### src/rtl/uart_pkg.sv
// uart_pkg: receiver line states and oversampling constants shared by the UART receive path
package uart_pkg;
  localparam int OVERSAMPLE = 16;
  localparam int MID_SAMPLE = 8;
  typedef enum logic [2:0] {IDLE, START, DATA, PARITY, STOP, WAIT_IDLE} state_t;
endpackage

### src/rtl/uart_baud_tick.sv
// uart_baud_tick: single-cycle tick every DIV clocks (16x oversample strobe)
// Ports: clk (rising edge), rst (async active-high), tick (one-cycle pulse every DIV clocks)
module uart_baud_tick #(
  parameter int DIV = 1
) (
  input  logic clk,
  input  logic rst,
  output logic tick
);
  localparam int W = DIV > 1 ? $clog2(DIV) : 1;
  if (DIV < 1) begin : g_bad_div
    $error("uart_baud_tick: DIV must be at least 1");
  end
  logic [W-1:0] cnt_q, cnt_d;
  assign tick = cnt_q == W'(DIV - 1);
  always_comb cnt_d = tick ? '0 : cnt_q + 1'b1;
  always_ff @(posedge clk or posedge rst) begin
    if (rst) cnt_q <= '0;
    else     cnt_q <= cnt_d;
  end
endmodule

### src/rtl/uart_packet_rx.sv
// uart_packet_rx: 8N1 UART receiver with a 4-phase packet_ready/packet_ack holding register
// Ports: clk, rst (async active-high), rx (idle high), packet_ack (consumer took byte),
//        packet_ready/uart_packet (held byte), framing_err/overrun_err/parity_err (one-cycle pulses)
// Optional even parity bit after data when UART_RX_PARITY_EN is defined; otherwise parity_err is 0.
module uart_packet_rx
  import uart_pkg::*;
#(
  parameter int CLK_FREQ_HZ = 100000000,
  parameter int BAUD_RATE   = 115200
) (
  input  logic       clk,
  input  logic       rst,
  input  logic       rx,
  input  logic       packet_ack,
  output logic       packet_ready,
  output logic [7:0] uart_packet,
  output logic       framing_err,
  output logic       overrun_err,
  output logic       parity_err
);
  localparam int DIV = CLK_FREQ_HZ / (BAUD_RATE * OVERSAMPLE);
`ifdef UART_RX_PARITY_EN
  localparam bit PAR_EN = 1'b1;
`else
  localparam bit PAR_EN = 1'b0;
`endif
  logic tick;
  uart_baud_tick #(.DIV(DIV)) u_tick (.clk(clk), .rst(rst), .tick(tick));
  state_t state_q, state_d;
  logic       sync1_q, sync2_q;
  logic [3:0] tcnt_q, tcnt_d;
  logic [2:0] bcnt_q, bcnt_d;
  logic [7:0] shift_q, shift_d, pkt_q, pkt_d;
  logic [1:0] flush_q, flush_d;
  logic       bad_q, bad_d, ready_q, ready_d;
  logic       ferr_q, ferr_d, perr_q, perr_d, oerr_q, oerr_d;
  logic       last, mid;
  assign last = tcnt_q == 4'(OVERSAMPLE - 1);
  assign mid  = tcnt_q == 4'(MID_SAMPLE - 1);
  // flush_q lets the synchronizer refill with real line values after reset; the first
  // decision out of reset then goes through WAIT_IDLE so a frame cut by reset is ignored.
  always_comb begin
    state_d = state_q;
    tcnt_d  = tcnt_q;
    bcnt_d  = bcnt_q;
    shift_d = shift_q;
    bad_d   = bad_q;
    flush_d = &flush_q ? flush_q : flush_q + 2'd1;
    ready_d = ready_q && !packet_ack;
    pkt_d   = pkt_q;
    ferr_d  = 1'b0;
    perr_d  = 1'b0;
    oerr_d  = 1'b0;
    if (tick && state_q inside {START, DATA, PARITY, STOP}) tcnt_d = last ? '0 : tcnt_q + 4'd1;
    case (state_q)
      IDLE: begin
        if (flush_q == 2'd2) state_d = WAIT_IDLE;
        else if (&flush_q && tick && !sync2_q) begin
          state_d = START;
          tcnt_d  = '0;
        end
      end
      START: if (tick && mid) begin
        tcnt_d  = '0;
        bcnt_d  = '0;
        state_d = sync2_q ? IDLE : DATA;
      end
      DATA: if (tick && last) begin
        shift_d = {sync2_q, shift_q[7:1]};
        bcnt_d  = bcnt_q + 3'd1;
        if (&bcnt_q) begin
          bad_d   = 1'b0;
          state_d = PAR_EN ? PARITY : STOP;
        end
      end
      PARITY: if (tick && last) begin
        bad_d   = sync2_q != ^shift_q;
        state_d = STOP;
      end
      // Error reporting is deferred to the stop sample so a byte raises at most one
      // error, with framing taking precedence over parity and parity over overrun.
      STOP: if (tick && last) begin
        if (!sync2_q) begin
          ferr_d  = 1'b1;
          state_d = WAIT_IDLE;
        end else begin
          state_d = IDLE;
          if (bad_q) perr_d = 1'b1;
          else if (ready_q || packet_ack) oerr_d = 1'b1;
          else begin
            pkt_d   = shift_q;
            ready_d = 1'b1;
          end
        end
      end
      WAIT_IDLE: if (sync2_q) state_d = IDLE;
      default: state_d = WAIT_IDLE;
    endcase
  end
  always_ff @(posedge clk or posedge rst) begin
    if (rst) begin
      state_q <= IDLE;
      sync1_q <= 1'b1;
      sync2_q <= 1'b1;
      tcnt_q  <= '0;
      bcnt_q  <= '0;
      shift_q <= '0;
      flush_q <= '0;
      bad_q   <= 1'b0;
      ready_q <= 1'b0;
      pkt_q   <= '0;
      ferr_q  <= 1'b0;
      perr_q  <= 1'b0;
      oerr_q  <= 1'b0;
    end else begin
      state_q <= state_d;
      sync1_q <= rx;
      sync2_q <= sync1_q;
      tcnt_q  <= tcnt_d;
      bcnt_q  <= bcnt_d;
      shift_q <= shift_d;
      flush_q <= flush_d;
      bad_q   <= bad_d;
      ready_q <= ready_d;
      pkt_q   <= pkt_d;
      ferr_q  <= ferr_d;
      perr_q  <= perr_d;
      oerr_q  <= oerr_d;
    end
  end
  assign packet_ready = ready_q;
  assign uart_packet  = pkt_q;
  assign framing_err  = ferr_q;
  assign overrun_err  = oerr_q;
  assign parity_err   = PAR_EN && perr_q;
endmodule
### config.mk
export PLATFORM = sky130hd
export DESIGN_NAME = uart_packet_rx
export DESIGN_NICKNAME = d
export VERILOG_FILES = /design/src/rtl/uart_pkg.sv /design/src/rtl/uart_baud_tick.sv /design/src/rtl/uart_packet_rx.sv
export SDC_FILE = /design/constraint.sdc
export NUM_CORES = 1
export LEC_CHECK = 0
export CAP_MARGIN = 20
export CELL_PAD_IN_SITES_DETAIL_PLACEMENT = 0
export CELL_PAD_IN_SITES_GLOBAL_PLACEMENT = 1
export CORE_MARGIN = 10
export CORE_UTILIZATION = 40
export DETAILED_ROUTE_END_ITERATION = 10
export DONT_BUFFER_PORTS = 1
export PLACE_DENSITY_LB_ADDON = 0.12
export SETUP_SLACK_MARGIN = 0.5
export SLEW_MARGIN = 30
export SYNTH_ARGS = -nofsm -noshare
export SYNTH_HDL_FRONTEND = slang
export SYNTH_SLANG_ARGS = --single-unit
### constraint.sdc
create_clock -name clk -period 2.2 [get_ports clk]
set_clock_uncertainty 0.1 [all_clocks]
set_input_delay 0.22 -clock clk [delete_from_list [all_inputs] [get_ports clk]]
set_output_delay 0.22 -clock clk [all_outputs]
set_load 0.005 [all_outputs]
==> metrics.md, run 1 <==
| Metric | Value |
|---|---|
| Critical Path AT | `roughly 2.2 ns` |
| CTS clk-pin slew, worst paths | `~0.090 ns` |
| Inserted Clock Buffers | `5` |
| Setup violators final | `0` |
| Drt initial violations | `74` |
| Hold WC Path Type | `primary input to flip-flop` |
| Largest net degree at the start of global routing | `41` |
| CP Class | `flip-flop to flip-flop` |
| Post-Syn Nets | `199` |
| FF+latch count, synth | `40` |
| Share of cells above drive strength 1 | `31.92%` |
| Hold Vio Cnt, Final | `0` |
| WL per Instance | `between 10 and 15 µm` |
| Chip height | `~92 µm` |
| Maximum clock frequency | `about 0.47 GHz` |
| Post-route ant nets | `0` |
| Clk root buf | `clkbuf_8` |
| Pwr dens | `roughly 600 nW/µm²` |
| Synth Cell Area | `slightly above 2000 µm²` |
| DIE AREA | `between 8000 and 9000 µm²` |
| Vias in the first global route | `1452` |
| DRT Wirelength | `about 4 mm` |
| Antenna diodes | `0` |
| Syn_area_per_cell | `about 11 µm²` |
| Fillers | `~460` |
| Register area share after synthesis | `48.99%` |
| R2R setup slack | `between 0.07 and 0.08 ns` |
| Final Util | `51.02%` |
| DRC viols | `0` |
| Num rows | `25` |
| Port-buffer cells | `0` |
| Detail-routed via count per cell | `between 5 and 6` |
| Hpwl dp | `between 2 and 3 mm` |
| Max H-tree Level | `2` |
| Final Instance Area | `roughly 2500 µm²` |
| RSZ-0062 raised after global routing | `true` |
| Final Critical Period | `~2.1 ns` |
| Initial antenna violation count | `0` |
| Core area | `4848 µm²` |
| Max IR drop VDD | `0.0003581 V` |
| Startpoint types | `flip-flop` |
| Nature of the critical path endpoint | `flip-flop` |
| TritonCTS Sinks | `40` |
| Worst-Skew Late Latency | `about 0.29 ns` |
| Yosys warning count | `0` |
| Tcrit/Tclk final | `a little over nine tenths` |
| Most common cell after layout, fill and taps aside | `dfrtp_1` |
| Routability cong. | `0.7766` |
| Net count reported at finish | `~220` |
| Post-synthesis cell type count | `42` |
| Area grow syn2layout | `20.77%` |
| CTS tree | `done` |
| Status | `complete, no violations` |
| Pins Over Slew Limit | `0` |
| Max-cap violations | `0` |
| Relative slew slack | `66.66%` |
| Commonest non-fill, non-tap cells in the layout | `dfrtp_1, buf_4, mux2_2, nor2_1` |
| Leakage | `~1.1 nW` |
| Initial Util | `42.25%` |
| Area post-placement | `between 2000 and 2500 µm²` |
| First-pass GRT wire length | `about 7 mm` |
| Pre-antenna DRT Iters | `4` |
| Required @ worst endpoint | `between 2 and 2.5 ns` |
| # IOs | `16` |
| Via count | `~1400` |
| Clk buf depth | `2` |
| Gr ovfl total | `0` |
| Die Wd | `approximately 90 µm` |
| Measured slew at the worst slew-check pin | `~0.5 ns` |
| Post-Synthesis Cells | `188` |
| Tot GR Track Use | `about a tenth` |
| CP max FO | `8` |
-- cells by family after synthesis --
family,Yosys count,share of synthesized area (%)
buffers and inverters,17,4.521
AND/OR/NAND/NOR,58,16.01
adder cells (fa/ha/maj),7,4.276
AO/OA/AOI/OAI,32,9.774
other,1,0.1831
flip-flops,40,48.99
multiplexers,19,10.26
XOR/XNOR,14,5.986
-- where the power goes --
| group | internal, mW | switching [mW] | leakage (nW) |
|---|---|---|---|
| sequential | 0.743 | 0.00718 | 0.522 |
| combinational | 0.0554 | 0.0821 | 0.563 |
| clock | 0.342 | 0.274 | 0.0548 |
| total | 1.14 | 0.363 | 1.14 |
-- cells in the mapped netlist, drive strengths merged --
library cell  instances  area (µm²)
a21oi                11       55.05
a22o                  3       27.53
a311o                 1       10.01
a31oi                 1       6.260
and2                  2       15.02
and3                  2       12.51
and3b                 1       10.01
buf                   3       30.03
clkbuf                4       25.02
conb                  1       3.750
dfrtp                38       950.9
dfstp                 2       52.55
ha                    7       87.58
inv                  10       37.54
mux2                 16       180.2
mux2i                 3       30.03
nand2                11       41.29
nand2b                4       25.02
nand3                 5       25.02
nand3b                1       7.510
nand4                 1       21.27
nand4b                3       26.28
nor2                 18       67.56
nor2b                 2       12.51
nor3                  2       10.01
nor4                  3       33.78
o211ai                2       15.01
o21a                  1       7.510
o21ai                 8       40.04
o22ai                 1       6.260
o2bb2ai               2       17.52
o31ai                 2       15.01
or2                   2       12.52
or3                   1       7.510
xnor2                10       87.58
xor2                  4       35.03
-- metrics by stage --
stage                     cells  TNS [ns]  hold WS (ns)  power (mW)  setup WS, ns
after floorplan             188    -1.006        0.1245      0.8504       -0.1258
after global placement      259         0        0.1246      0.8766       0.07099
after detailed placement    259         0        0.1246      0.8749       0.02153
after CTS                   276         0        0.2145       1.510       0.06911
after global routing        280         0        0.2113       1.575      0.003999
final                       280         0        0.2266       1.504       0.07371
-- critical path, cell delays in order, from the launching register on --
cell and delay (ns):
dfrtp_1 0.38, inv_1 0.06, ha_1 0.14, and3b_2 0.22
nand4_4 0.10, or2_4 0.26, nor4_4 0.22, buf_6 0.18
mux2_2 0.34
-- state kept, by name, summed over array words and instances (netlist names), 2 cells and up --
name          cells
flush_q           2
shift_q           8
uart_packet       8
state_q           3
u_tick.cnt_q      6
bcnt_q            3
tcnt_q            4
-- area by class of cell --
class / count / area (µm²) / share of cell area [%]
Multi-Input combinational cell: 132 / 1046 / 42.29
Sequential cell: 40 / 1003 / 40.57
Timing Repair Buffer: 23 / 187.7 / 7.587
Tap cell: 67 / 83.83 / 3.389
Clock buffer: 5 / 68.82 / 2.782
Clock inverter: 3 / 46.29 / 1.872
Inverter: 10 / 37.54 / 1.517
-- final timing paths --
kind                                           startpoint                    endpoint  cells past startpoint
worst min-delay path                           packet_ack  uart_packet[2]$_DFFE_PP0P_                      3
worst max register to register  u_tick.cnt_q[1]$_DFF_PP0_  uart_packet[3]$_DFFE_PP0P_                      8
worst max-delay path            u_tick.cnt_q[1]$_DFF_PP0_  uart_packet[3]$_DFFE_PP0P_                      8
min in group asynchronous                             rst  uart_packet[7]$_DFFE_PP0P_                      3
max in group asynchronous                             rst           sync2_q$_DFF_PP1_                      3
worst min register to register          sync1_q$_DFF_PP1_           sync2_q$_DFF_PP1_                      0
-- metal layers --
metal | up-vias | global-route usage [%] | wire, µm
li1 | 698 | - | -
met1 | 698 | 12.58 | 1884
met2 | 29 | 15.40 | 1935
met3 | 6 | 3.621 | 218
met4 | 0 | 4.308 | 77
met5 | - | 0 | 0
-- timing repair --
| action | 4_1_cts | 5_1_grt |
|---|---|---|
| pin swaps | 5 | 5 |
| hold endpoints to repair | 41 | 0 |
| endpoints found under the setup margin | 30 | 30 |
| gates cloned | 1 | 0 |
| setup buffers | 5 | 4 |
| resized for setup | 14 | 10 |
| hold buffers | 3 | 0 |
Note: power is estimated with default switching activity, not from simulation.
==> run 2: changes to the inputs <==
Settings changed: SETUP_SLACK_MARGIN 0.5 to default, SKIP_CTS_REPAIR_TIMING from default to 1, TNS_END_PERCENT from default to 5.
==> metrics.md, run 2 (synthesis results as in run 1) <==
| Metric | Value |
|---|---|
| Maximum clock frequency | `0.4713 GHz (+0.21%)` |
| Num rows | `25 (unchanged)` |
| Net count reported at finish | `216 (-3.1%)` |
| Max-cap violations | `0 (unchanged)` |
| Setup violators final | `0 (unchanged)` |
| Hold WC Path Type | `primary input to flip-flop` |
| First-pass GRT wire length | `7.369 mm (+3.8%)` |
| Clk buf depth | `2 (unchanged)` |
| Pre-antenna DRT Iters | `4 (unchanged)` |
| Routability cong. | `0.7954 (+2.4%)` |
| TritonCTS Sinks | `40 (unchanged)` |
| DRC viols | `0 (unchanged)` |
| Initial antenna violation count | `0 (unchanged)` |
| Most common cell after layout, fill and taps aside | `dfrtp_1` |
| CP Class | `flip-flop to flip-flop` |
| Area grow syn2layout | `14.36%` |
| DRT Wirelength | `4.028 mm (-2.1%)` |
| Gr ovfl total | `0 (unchanged)` |
| Worst path bufs/invs | `2 (unchanged)` |
| Post-route ant nets | `0 (unchanged)` |
| Total negative slack | `0 ns (unchanged)` |
| CTS tree | `done` |
| Antenna diodes | `0 (unchanged)` |
| Reg power frac | `49.9% (about the same)` |
| Initial Util | `42.25% (unchanged)` |
| Max IR drop VDD | `0.0005656 V (+58%)` |
| Nature of the critical path endpoint | `flip-flop` |
| Via count | `1417 (-0.98%)` |
| # IOs | `16 (unchanged)` |
| Cell family with most CP delay | `simple AND/OR/NAND/NOR gates` |
| CTS clk-pin slew, worst paths | `0.08 ns (about the same)` |
| CP Cell Sequence | `inv_1 > ha_1 > and3b_2 > nand4_4 > or2_4 > nor4_4 > buf_6 > mux2_2` |
| Final Critical Period | `2.122 ns (-0.004356 ns)` |
| DIE AREA | `8382 µm² (unchanged)` |
| Core area | `4848 µm² (unchanged)` |
| Largest net degree at the start of global routing | `41 (unchanged)` |
| Largest stage delay, worst path | `0.38 ns (about the same)` |
| CP max FO | `8 (unchanged)` |
| Critical Path AT | `2.20 ns (about the same)` |
| Detail-routed via count per cell | `5.190 (+1.6%)` |
| Psw | `0.3439 mW (-5.3%)` |
| Final Non-Filler Cells | `273 (-2.5%)` |
| Required @ worst endpoint | `2.28 ns (about the same)` |
| Status | `complete, no violations` |
| Commonest non-fill, non-tap cells in the layout | `dfrtp_1, nor2_1, mux2_2, buf_4, a21oi_1` |
| Pwr Total | `1.502 mW (about the same)` |
| CP max-delay cell | `dfrtp_1` |
| Die Wd | `91.56 µm (unchanged)` |
| Port-buffer cells | `0 (unchanged)` |
| WL per Instance | `14.75 µm (+0.40%)` |
| Clk root buf | `clkbuf_8` |
| Pins Over Slew Limit | `0 (unchanged)` |
| Clock power frac | `42.4% (+1.4 points)` |
| Sw Share | `22.89% (-1.3 points)` |
| Worst-Skew Late Latency | `0.29 ns (about the same)` |
| Hold Vio Cnt, Final | `0 (unchanged)` |
| Tcrit/Tclk final | `96.45% (-0.20 points)` |
| Pwr dens | `641.4 nW/µm² (+5.5%)` |
| P_int | `1.158 mW (+1.6%)` |
| Share of cells above drive strength 1 | `23.79% (-8.1 points)` |
| Combinational share of power | `7.7% (-1.4 points)` |
| Vias in the first global route | `1513 (+4.2%)` |
| Hpwl dp | `2.949 mm (+3.2%)` |
| Max H-tree Level | `2 (unchanged)` |
| DP Cell Count | `261 (+0.77%)` |
| Drt initial violations | `66 (-11%)` |
| Fillers | `470 (+3.3%)` |
| Startpoint types | `flip-flop` |
| Inserted Clock Buffers | `5 (unchanged)` |
| Leakage | `1.082 nW (-5.1%)` |
| Tot GR Track Use | `10.60% (+0.49 points)` |
| RSZ-0062 raised after global routing | `true` |
| Chip height | `91.56 µm (unchanged)` |
==> run 2: path summary, 6_finish.rpt <==
kind	slack [ns]	endpoint	cells after the start	from
setup reg to reg	0.08	uart_packet[3]$_DFFE_PP0P_	8	u_tick.cnt_q[1]$_DFF_PP0_
hold reg to reg	0.26	sync2_q$_DFF_PP1_	0	sync1_q$_DFF_PP1_
min in group asynchronous	0.39	framing_err$_DFF_PP0_	3	rst
setup / recovery	0.08	uart_packet[3]$_DFFE_PP0P_	8	u_tick.cnt_q[1]$_DFF_PP0_
hold / removal	0.22	uart_packet[2]$_DFFE_PP0P_	3	packet_ack
max in group asynchronous	1.26	sync2_q$_DFF_PP1_	3	rst
==> run 2: routing by layer <==
metal,up-vias,share of wire [%],global-route usage [%],wire [µm]
li1,684,-,-,-
met1,691,45,13.31,1795
met2,34,47,16.41,1913
met3,8,6.2,3.621,248
met4,0,1.7,3.916,70
met5,-,0,0,0
==> run 2: cell type report <==
type | count | area (µm²) | share of cell area [%]
Inverter | 10 | 37.54 | 1.603
Timing Repair Buffer | 17 | 138.9 | 5.929
Clock inverter | 2 | 38.79 | 1.656
Multi-Input combinational cell | 131 | 957.2 | 40.87
Sequential cell | 40 | 1003 | 42.84
Clock buffer | 6 | 82.58 | 3.526
Tap cell | 67 | 83.83 | 3.579
==> run 2: power by group through the flow <==
stage / registers, mW / logic (mW) / clock network (mW)
floorplan: 0.760 / 0.0901 / 0
detailed placement: 0.765 / 0.111 / 0
global placement: 0.765 / 0.113 / 0
finish: 0.750 / 0.115 / 0.637
global route: 0.752 / 0.131 / 0.699
CTS: 0.750 / 0.112 / 0.660
==> run 2: worst reg2reg max path: stages (launching register included) <==
cell and delay [ns]:
dfrtp_1 0.38, inv_1 0.06, ha_1 0.15, and3b_2 0.23, nand4_4 0.10, or2_4 0.26
nor4_4 0.22, buf_6 0.17, mux2_2 0.34
==> run 2: stage by stage <==
| step | hold WS, ns | utilization, % | instance area [µm²] | setup WS, ns |
|---|---|---|---|---|
| after CTS | -0.1915 | 47.35 | 2296 | 0.008183 |
| after detailed placement | 0.1246 | 44.85 | 2175 | 0.01216 |
| final | 0.2202 | 48.31 | 2342 | 0.07806 |
| after global placement | 0.1246 | 44.85 | 2175 | 0.06799 |
| after floorplan | 0.1245 | - | 2048 | -0.1262 |
| after global routing | 0.2099 | 48.31 | 2342 | -0.04414 |
==> run 3: changes to the inputs <==
Settings changed: PLACE_DENSITY_LB_ADDON 0.12 to 0.1.
Clock period 2.2 ns to 2.3 ns, I/O delays scaled along.
==> metrics.md, run 3 (synthesis results as in run 1) <==
| Metric | Value |
|---|---|
| Status | `complete, no violations` |
| Pre-antenna DRT Iters | `6 (+2)` |
| Chip height | `91.56 µm (unchanged)` |
| Drt initial violations | `54 (-18%)` |
| Worst-Skew Late Latency | `0.29 ns (about the same)` |
| Detail-routed via count per cell | `5.019 (-3.3%)` |
| Crit path from | `u_tick.cnt_q[1]$_DFF_PP0_` |
| Final Non-Filler Cells | `266 (-2.6%)` |
| Combinational share of power | `5.7% (-2.0 points)` |
| Pwr Total | `1.492 mW (-0.67%)` |
| Reg power frac | `49.2% (-0.7 points)` |
| Routability cong. | `0.8660 (+8.9%)` |
| Post-route setup slack | `0.1391 ns (+0.06106 ns)` |
| Met1 WL | `1.919 mm (+6.9%)` |
| Total negative slack | `0 ns (unchanged)` |
| Pins Over Slew Limit | `0 (unchanged)` |
| Via count | `1335 (-5.8%)` |
| Hold Vio Cnt, Final | `0 (unchanged)` |
| Area grow syn2layout | `12.03%` |
| CP Cell Sequence | `inv_1 > ha_1 > and3b_2 > nand4_4 > or2_1 > nor4_4 > buf_4 > mux2_2` |
| RSZ-0062 raised after global routing | `false` |
| Worst-case reg-to-reg path depth | `8 (unchanged)` |
| WL per Instance | `14.37 µm (-2.6%)` |
| Required @ worst endpoint | `2.38 ns (+0.10 ns)` |
| Hpwl dp | `2.765 mm (-6.2%)` |
| CP max FO | `8 (unchanged)` |
| Max-cap violations | `0 (unchanged)` |
| Clk root buf | `clkbuf_8` |
| Sw Share | `20.86% (-2.0 points)` |
| Gr ovfl total | `0 (unchanged)` |
| Commonest non-fill, non-tap cells in the layout | `dfrtp_1, nor2_1, mux2_2, a21oi_1` |
| DIE AREA | `8382 µm² (unchanged)` |
| Largest stage delay, worst path | `0.38 ns (about the same)` |
| Port-buffer cells | `0 (unchanged)` |
| Met2 Wirelength | `1.627 mm (-15%)` |
| Final Critical Period | `2.161 ns (+0.03894 ns)` |
| Clock power frac | `45.1% (+2.7 points)` |
| Net count reported at finish | `209 (-3.2%)` |
| Final Instance Area | `2295 µm² (-2.0%)` |
| Met3 wire length | `230 µm (-7.3%)` |
| Largest net degree at the start of global routing | `41 (unchanged)` |
| Hold slack | `0.2596 ns (+0.03938 ns)` |
| Num rows | `25 (unchanged)` |
| Max IR drop VDD | `0.0003554 V (-37%)` |
| CTS tree | `done` |
| Setup violators final | `0 (unchanged)` |
| Critical Path AT | `2.24 ns (+0.04 ns)` |
| Top sig layer | `met4` |
| Hold WC Path Type | `flip-flop to flip-flop` |
| Antenna diodes | `0 (unchanged)` |
| Leakage | `1.049 nW (-3.0%)` |
| Pre-CTS WS | `0.1375 ns (+0.1254 ns)` |
| DRC viols | `0 (unchanged)` |
| Tot GR Track Use | `9.768% (-0.84 points)` |
| CTS clk-pin slew, worst paths | `0.08 ns (about the same)` |
| First-pass GRT wire length | `6.796 mm (-7.8%)` |
| DRT Wirelength | `3.823 mm (-5.1%)` |
| CP max-delay cell | `dfrtp_1` |
| Share of cells above drive strength 1 | `20.10% (-3.7 points)` |
| Worst Hold Depth | `0 (-3)` |
| Area post-placement | `2130 µm² (-2.1%)` |
| Pwr dens | `650.3 nW/µm² (+1.4%)` |
| Tcrit/Tclk final | `93.95% (-2.5 points)` |
| Min-delay src | `sync1_q$_DFF_PP1_` |
| Relative slew slack | `around 66%` |
| Core area | `4848 µm² (unchanged)` |
| Startpoint types | `flip-flop` |
| Final Util | `47.33% (-0.98 points)` |
| TritonCTS Sinks | `40 (unchanged)` |
| CP Class | `flip-flop to flip-flop` |
| P_int | `1.181 mW (+1.9%)` |
| Most common cell after layout, fill and taps aside | `dfrtp_1` |
| Post-route ant nets | `0 (unchanged)` |
| Vias in the first global route | `1367 (-9.6%)` |
| Die Wd | `91.56 µm (unchanged)` |
| Clk buf depth | `2 (unchanged)` |
| Max H-tree Level | `2 (unchanged)` |
| Psw | `0.3113 mW (-9.5%)` |
| Initial antenna violation count | `0 (unchanged)` |
| Reg-to-reg startpoint | `u_tick.cnt_q[1]$_DFF_PP0_` |
| Nature of the critical path endpoint | `flip-flop` |
| Initial Util | `42.25% (unchanged)` |
| # IOs | `16 (unchanged)` |
| DP Cell Count | `255 (-2.3%)` |
| Measured slew at the worst slew-check pin | `0.5036 ns` |
| Inserted Clock Buffers | `5 (unchanged)` |
| Maximum clock frequency | `0.4628 GHz (-1.8%)` |
[run 3: changes by cell type in the layout (fill, tap and decap cells not counted)]
| cell | delta |
|---|---|
| clkinv_4 | -1 |
| buf_4 | -6 |
| buf_6 | -1 |
| or2_4 | -1 |
| clkbuf_1 | +1 |
| bufinv_16 | +1 |
| clkbuf_8 | -1 |
| or2_1 | +1 |
[run 3: per-layer routing]
layer | vias up | global-route usage (%)
li1 | 667 | -
met1 | 643 | 13.24
met2 | 20 | 13.92
met3 | 5 | 3.868
met4 | 0 | 2.742
met5 | - | 0
[run 3: cell type report]
cell class / instances / area, µm²
inverter: 10 / 37.54
fill: 462 / 2554
clock inverter: 2 / 60.06
clock buffer: 6 / 72.57
sequential: 40 / 1003
tap: 67 / 83.83
timing repair buffer: 10 / 82.58
multi-input combinational: 131 / 954.7
[run 3: power groups by stage]
stage          Clock, mW  Sequential (mW)  Combinational (mW)
6_report           0.673            0.734              0.0856
5_1_grt            0.726            0.737              0.0986
4_1_cts            0.695            0.733              0.0827
3_5_place_dp           0            0.747              0.0820
3_3_place_gp           0            0.747              0.0832
2_1_floorplan          0            0.727              0.0861
[run 3: critical path: cells and delay by family (launching register included)]
kind / cells / cell delay, ns
AND/OR/NAND/NOR: 4 / 0.83
flip-flops: 1 / 0.38
multiplexers: 1 / 0.34
buffers and inverters: 2 / 0.27
adder cells (fa/ha/maj): 1 / 0.14
[run 3: worst paths after layout]
check,endpoint,slack (ns)
max,uart_packet[5]$_DFFE_PP0P_,0.14
min,sync2_q$_DFF_PP1_,0.26
max reg2reg,uart_packet[5]$_DFFE_PP0P_,0.14
min reg2reg,sync2_q$_DFF_PP1_,0.26
max in group asynchronous,sync2_q$_DFF_PP1_,1.34
min in group asynchronous,uart_packet[6]$_DFFE_PP0P_,0.40
